===== src/rtl/multdiv_pkg.sv =====
// Shared definitions for the multiply/divide sequencer: FSM state encoding,
// ALU opcode constants and default widths.
package multdiv_pkg;

    localparam int DATA_W_DEF = 32;
    localparam int REG_W_DEF  = 5;

    localparam logic [4:0] OPC_RTYPE = 5'b00000;
    localparam logic [4:0] ALU_MULT  = 5'b00110;
    localparam logic [4:0] ALU_DIV   = 5'b00111;

    typedef enum logic [1:0] {
        ST_IDLE  = 2'd0,
        ST_START = 2'd1,
        ST_WAIT  = 2'd2,
        ST_DONE  = 2'd3
    } state_t;

    // Decode helper for the X stage: true for R-type mult or div.
    function automatic logic is_multdiv_op(input logic [4:0] opcode, input logic [4:0] alu_op);
        return (opcode == OPC_RTYPE) && ((alu_op == ALU_MULT) || (alu_op == ALU_DIV));
    endfunction

endpackage


===== src/rtl/multdiv_ctrl.sv =====
// Sequencer owning the shared iterative multiply/divide unit for the X stage.
// Optional watchdog on the WAIT state is enabled by defining MULTDIV_CTRL_WATCHDOG_EN.
module multdiv_ctrl
    import multdiv_pkg::*;
#(
    parameter int DATA_W      = DATA_W_DEF,
    parameter int REG_W       = REG_W_DEF,
    parameter int CYCLE_LIMIT = 40
) (
    input  logic              clock,
    input  logic              reset_n,
    input  logic              issue_valid,
    input  logic              issue_is_div,
    input  logic [REG_W-1:0]  issue_rd,
    input  logic [DATA_W-1:0] issue_a,
    input  logic [DATA_W-1:0] issue_b,
    input  logic              flush,
    input  logic              wb_ready,
    output logic              stall,
    output logic              md_ctrl_mult,
    output logic              md_ctrl_div,
    output logic [DATA_W-1:0] md_a,
    output logic [DATA_W-1:0] md_b,
    input  logic [DATA_W-1:0] md_result,
    input  logic              md_exception,
    input  logic              md_ready,
    output logic              res_valid,
    output logic [DATA_W-1:0] res_data,
    output logic [REG_W-1:0]  res_rd,
    output logic              res_exc_mult,
    output logic              res_exc_div,
    output logic              busy,
`ifdef MULTDIV_CTRL_WATCHDOG_EN
    output logic              timeout,
`endif
    output state_t            dbg_state
);

    // The watchdog counter is 8 bits wide, so the limit must fit in it.
    if (CYCLE_LIMIT < 1 || CYCLE_LIMIT > 255) begin : g_bad_limit
        $error("multdiv_ctrl: CYCLE_LIMIT must be in 1..255");
    end

    state_t state, next_state;
    logic   is_div_q;
    logic   load_ops;
    logic   capture;
    logic   wd_expire;

`ifdef MULTDIV_CTRL_WATCHDOG_EN
    logic [7:0] wd_cnt;
`endif

    always_comb begin
        next_state = state;
        load_ops   = 1'b0;
        capture    = 1'b0;
        wd_expire  = 1'b0;
        case (state)
            ST_IDLE: begin
                if (issue_valid) begin
                    next_state = ST_START;
                    load_ops   = 1'b1;
                end
            end
            ST_START: next_state = ST_WAIT;
            ST_WAIT: begin
                if (md_ready) begin
                    next_state = ST_DONE;
                    capture    = 1'b1;
                end
`ifdef MULTDIV_CTRL_WATCHDOG_EN
                else if (wd_cnt == 8'(CYCLE_LIMIT - 1)) begin
                    next_state = ST_DONE;
                    wd_expire  = 1'b1;
                end
`endif
            end
            ST_DONE: begin
                if (wb_ready) next_state = ST_IDLE;
            end
            default: next_state = ST_IDLE;
        endcase
        // Flush overrides everything, including a same-cycle issue or md_ready.
        if (flush) begin
            next_state = ST_IDLE;
            load_ops   = 1'b0;
            capture    = 1'b0;
            wd_expire  = 1'b0;
        end
    end

    always_ff @(posedge clock or negedge reset_n) begin
        if (!reset_n) begin
            state        <= ST_IDLE;
            is_div_q     <= 1'b0;
            md_a         <= '0;
            md_b         <= '0;
            res_rd       <= '0;
            res_data     <= '0;
            res_exc_mult <= 1'b0;
            res_exc_div  <= 1'b0;
        end else begin
            state <= next_state;
            if (load_ops) begin
                is_div_q <= issue_is_div;
                md_a     <= issue_a;
                md_b     <= issue_b;
                res_rd   <= issue_rd;
            end
            if (capture) begin
                res_data     <= md_result;
                res_exc_mult <= md_exception && !is_div_q;
                res_exc_div  <= md_exception && is_div_q;
            end else if (wd_expire) begin
                res_data     <= '0;
                res_exc_mult <= !is_div_q;
                res_exc_div  <= is_div_q;
            end
        end
    end

`ifdef MULTDIV_CTRL_WATCHDOG_EN
    always_ff @(posedge clock or negedge reset_n) begin
        if (!reset_n) begin
            wd_cnt  <= '0;
            timeout <= 1'b0;
        end else begin
            if (state == ST_WAIT && next_state == ST_WAIT) wd_cnt <= wd_cnt + 8'd1;
            else                                            wd_cnt <= '0;
            if (wd_expire) timeout <= 1'b1;
        end
    end
`endif

    // Result handshake: res_valid holds with res_data/res_rd/res_exc_* stable
    // until wb_ready is seen high in the same cycle; that cycle is the transfer.
    assign res_valid    = (state == ST_DONE);
    assign md_ctrl_mult = (state == ST_START) && !is_div_q && !flush;
    assign md_ctrl_div  = (state == ST_START) && is_div_q && !flush;
    assign busy         = (state != ST_IDLE);
    assign dbg_state    = state;
    assign stall        = ((state == ST_IDLE) && issue_valid && !flush)
                        || (state == ST_START) || (state == ST_WAIT)
                        || ((state == ST_DONE) && !wb_ready);

endmodule


===== config.mk =====
export PLATFORM = sky130hd
export DESIGN_NAME = multdiv_ctrl
export DESIGN_NICKNAME = d
export VERILOG_FILES = /design/src/rtl/multdiv_pkg.sv /design/src/rtl/multdiv_ctrl.sv
export SDC_FILE = /design/constraint.sdc
export NUM_CORES = 1
export LEC_CHECK = 0
export CAP_MARGIN = 10
export CORE_MARGIN = 4
export CORE_UTILIZATION = 40
export CTS_BUF_LIST = sky130_fd_sc_hd__clkbuf_8 sky130_fd_sc_hd__clkbuf_16
export DETAILED_ROUTE_END_ITERATION = 16
export PLACE_DENSITY = 0.86
export SLEW_MARGIN = 40
export SYNTH_ARGS = -nofsm -noshare
export SYNTH_HDL_FRONTEND = slang
export SYNTH_SLANG_ARGS = --single-unit

===== constraint.sdc =====
create_clock -name clock -period 2.2 [get_ports clock]
set_input_delay 0.22 -clock clock [delete_from_list [all_inputs] [get_ports clock]]
set_output_delay 0.22 -clock clock [all_outputs]
set_load 0.05 [all_outputs]

==> run summary <==
The count of nets left with antenna violations once routing finished came out at 0. The clock period minus final worst setup slack is 2.11 ns, and the portion of the clock cycle consumed by the worst path in the final layout is 0.960. The wire-length estimate of the detail-placed layout is 8360 µm. Setup violations remaining at the end of the flow were counted as 0.

Power spread over the standard cell area amounts to 1810 mW/mm². The die is 113 µm wide. Across the run, the number of max-cap violations was 0.

The first global-routing pass estimated 17200 µm of wire. In the final routed layout, each cell accounts on average for 18.1 µm. Of all nets on the critical path, the largest fanout is 11. The most instantiated library cell after synthesis was sky130_fd_sc_hd__dfrtp_1. The startpoint identified for the worst register-to-register timing path is dbg_state[0]. For the global-route usage over all layers, the log shows 0.173. In the synthesized netlist the dominant register cell turns out to be sky130_fd_sc_hd__dfrtp_1. Counting flops with a built-in enable in the synthesized netlist gives 0. Number of warnings issued by yosys: 0. After synthesis, the cell types taking the most area are sky130_fd_sc_hd__dfrtp_1, sky130_fd_sc_hd__mux2_4, sky130_fd_sc_hd__mux2_2.

The worst-margin pin slew is 0.538 ns. Sorting the synthesized cells by how often they occur yields sky130_fd_sc_hd__dfrtp_1, sky130_fd_sc_hd__mux2_4, sky130_fd_sc_hd__mux2_2. The xor-xnor portion of the synthesized cell area was 0; the maximum vdd drop was 1.18 mV. The DRC violation total after the first TritonRoute iteration is 97, and the clock transition at the register clock pins on the worst setup and hold paths after CTS is 0.09 ns. Hold timing on the final database bottoms out at a slack of 0.368 ns.

The share of the synthesized area in compound gates (AO/OA/AOI/OAI) is 0.00651. Standby leakage power: 0.00322 µW. Synthesis produced a netlist with a net count of 361. Across all layers, the routed design uses 2897 vias.

For the cell area after technology mapping, the log shows 0.00442 mm². The endpoint arrival time on the critical path is 1.89 ns, and the routability congestion estimate is 0.766. Number of global-route vias before repair: 3230.

The number of antenna violations at the first check in global routing is 0. Sum of overflow across all layers after global routing: 0. In this run the mean area of a mapped cell was 17.8 µm². Across all register-to-register paths, the minimum setup slack is 0.34 ns. Pin placement for this block handled 219 I/O pins. Setup repair after global routing left no endpoint under its margin. Measured in cells, the most critical reg-to-reg path has a length of 6. After detailed routing, the number of vias per cell comes to 4.68. The run gives 0 as the remaining routing DRC violations. In this run, synthesis produced a sequential element count of 106. The setup path with the least slack is of type register to output port. The share of flip-flops with an asynchronous set or reset is 1.00, and the total number of placement rows is 38. For the antenna diode count, the log shows 0. The total wire length after detailed routing is 11200 µm, and the maximum buffer depth of the clock tree is 2. After synthesis, the largest family of logic cells by area is multiplexers. In this run the critical register-to-register path is captured at md_b[13].

Master cell of the clock root buffer: sky130_fd_sc_hd__clkbuf_8. In this run, distinct cell masters in the synthesized netlist total 21. The fraction of the mapped netlist area in simple logic gates works out to 0.0181. The worst setup path is launched from a register. Portion of the post-synthesis area used by sequential elements: 0.600. For the final count of pins violating max slew, the log shows 0.

Class of the most critical hold timing path: input port to asynchronous set/reset pin. The worst setup path is captured at an output port. The worst endpoint required time was 1.98 ns. The critical path starts at dbg_state[0]. The final-stage net count was 587. The total die area is 0.0128 mm², and the level count of the clock H-tree is 3. In the final timing run, aggregate negative setup slack is 0 ns.

The tools report the hold violation total from the final report as 0. Synthesis produced 248 cells. The clock reaches the later pin of the worst-skew pair after 0.36 ns.

The count of clock tree sinks came out at 106. TritonCTS built the clock tree. The run finished with clean final reports. In this run the cell area measured after placement is 0.00671 mm². sky130_fd_sc_hd__dfrtp_1 takes more of the synthesized area than any other cell. For the summed area of non-filler cells in the final layout, the log shows 0.00701 mm².

The fraction of the mapped netlist area in adder cells came out at 0.0113. The logs give 0.408 for the effective utilization at floorplan and 54 for the pin count of the biggest net entering global routing. For the number of CTS-inserted buffers, the log shows 9.

The share of the synthesized area in the top cell type is 0.600, and the max-slew headroom at the worst pin is 0.640. For the number of iterations in the first detailed-routing pass, the log shows 4. For this run, the top clock speed supported by timing is 473 MHz.

Multiplexer share of the synthesized area: 0.321. In this run the worst setup path terminates at stall. The die is 113 µm tall. The region available for standard cell placement spans 0.0108 mm².

The layout overhead on the synthesized area works out to 58.7%. The count of input and output buffers was 218. The share of post-route cells with drive strength above 1 is 0.290, and the setup skew after layout is 0.00826 ns.
[layout make-up]
cell class	instances	area [µm²]
well taps	140	175
clock inverters	6	66.3
clock buffers	10	138
inverters	5	18.8
repair buffers	227	2360
fillers	790	3830
flip-flops and latches	106	2650
multi-input cells	125	1600
[logic make-up (layout without fill, tap and decap cells)]
family                   Yosys count  after routing
multiplexers                     103            103
adder cells (fa/ha/maj)            4              4
buffers and inverters             17            248
AND/OR/NAND/NOR                   14             14
flip-flops                       106            106
AO/OA/AOI/OAI                      4              4
[per-layer routing]
metal / up-vias / GRT usage / share of wire
li1: 1309 / - / -
met1: 1444 / 0.196 / 0.37
met2: 123 / 0.299 / 0.53
met3: 21 / 0.0561 / 0.079
met5: - / 0 / 0
met4: 0 / 0.0777 / 0.024
[worst min-delay path by stage]
stage | depth (start not counted) | start | slack (ns) | endpoint
3_5_place_dp | 1 | reset_n | 0.23 | md_b[12]
5_1_grt | 2 | reset_n | 0.41 | md_b[18]
6_report | 2 | reset_n | 0.37 | md_b[18]
2_1_floorplan | 0 | reset_n | -0.08 | dbg_state[0]
3_3_place_gp | 1 | reset_n | 0.23 | md_b[12]
4_1_cts | 2 | reset_n | 0.37 | md_b[18]
[flip-flops by register name, summed over array words and instances (netlist names)]
| name | flops |
|---|---|
| res_data | 32 |
| is_div_q | 1 |
| res_exc_div | 1 |
| md_a | 32 |
| md_b | 32 |
| res_exc_mult | 1 |
| dbg_state | 2 |
| res_rd | 5 |
[power breakdown]
| group | switching (µW) | internal (µW) | total (µW) |
|---|---|---|---|
| Sequential | 559 | 2920 | 3480 |
| Clock | 656 | 557 | 1210 |
| Combinational | 4750 | 3240 | 7990 |
| Total | 5970 | 6720 | 12700 |
[timing repair]
action                                  CTS  global route
hold buffers                              1             0
endpoints found under the setup margin    1             0
gates resized for setup                   4             0
endpoints found under the hold margin    38             0
buffers inserted                          1             0
[worst max-delay path, cell delays in order, from the launching register on]
cell and delay, ns:
sky130_fd_sc_hd__dfrtp_2 0.45, sky130_fd_sc_hd__inv_2 0.10, sky130_fd_sc_hd__ha_4 0.15, sky130_fd_sc_hd__inv_2 0.04, sky130_fd_sc_hd__or3_4 0.38, sky130_fd_sc_hd__buf_16 0.18
sky130_fd_sc_hd__nand2_2 0.09, sky130_fd_sc_hd__buf_12 0.14
[through the flow]
stage / power [µW] / util / std cells / setup WS [ns]
2_1_floorplan: 8770 / - / 248 / 0.00123
3_3_place_gp: 11300 / 0.619 / 599 / 0.344
3_5_place_dp: 11400 / 0.619 / 599 / 0.266
4_1_cts: 12800 / 0.647 / 619 / 0.0469
5_1_grt: 13200 / 0.647 / 619 / 0.00137
6_report: 12700 / 0.647 / 619 / 0.0873
[cell usage in the layout (no fill, tap or decap), types with 4 or more instances in the layout]
cell	count
sky130_fd_sc_hd__mux2_4	69
sky130_fd_sc_hd__buf_4	6
sky130_fd_sc_hd__dfrtp_1	105
sky130_fd_sc_hd__clkbuf_8	10
sky130_fd_sc_hd__buf_12	4
sky130_fd_sc_hd__clkdlybuf4s50_1	213
sky130_fd_sc_hd__mux2_2	33
No activity file was read; power rests on OpenSTA's default activity.
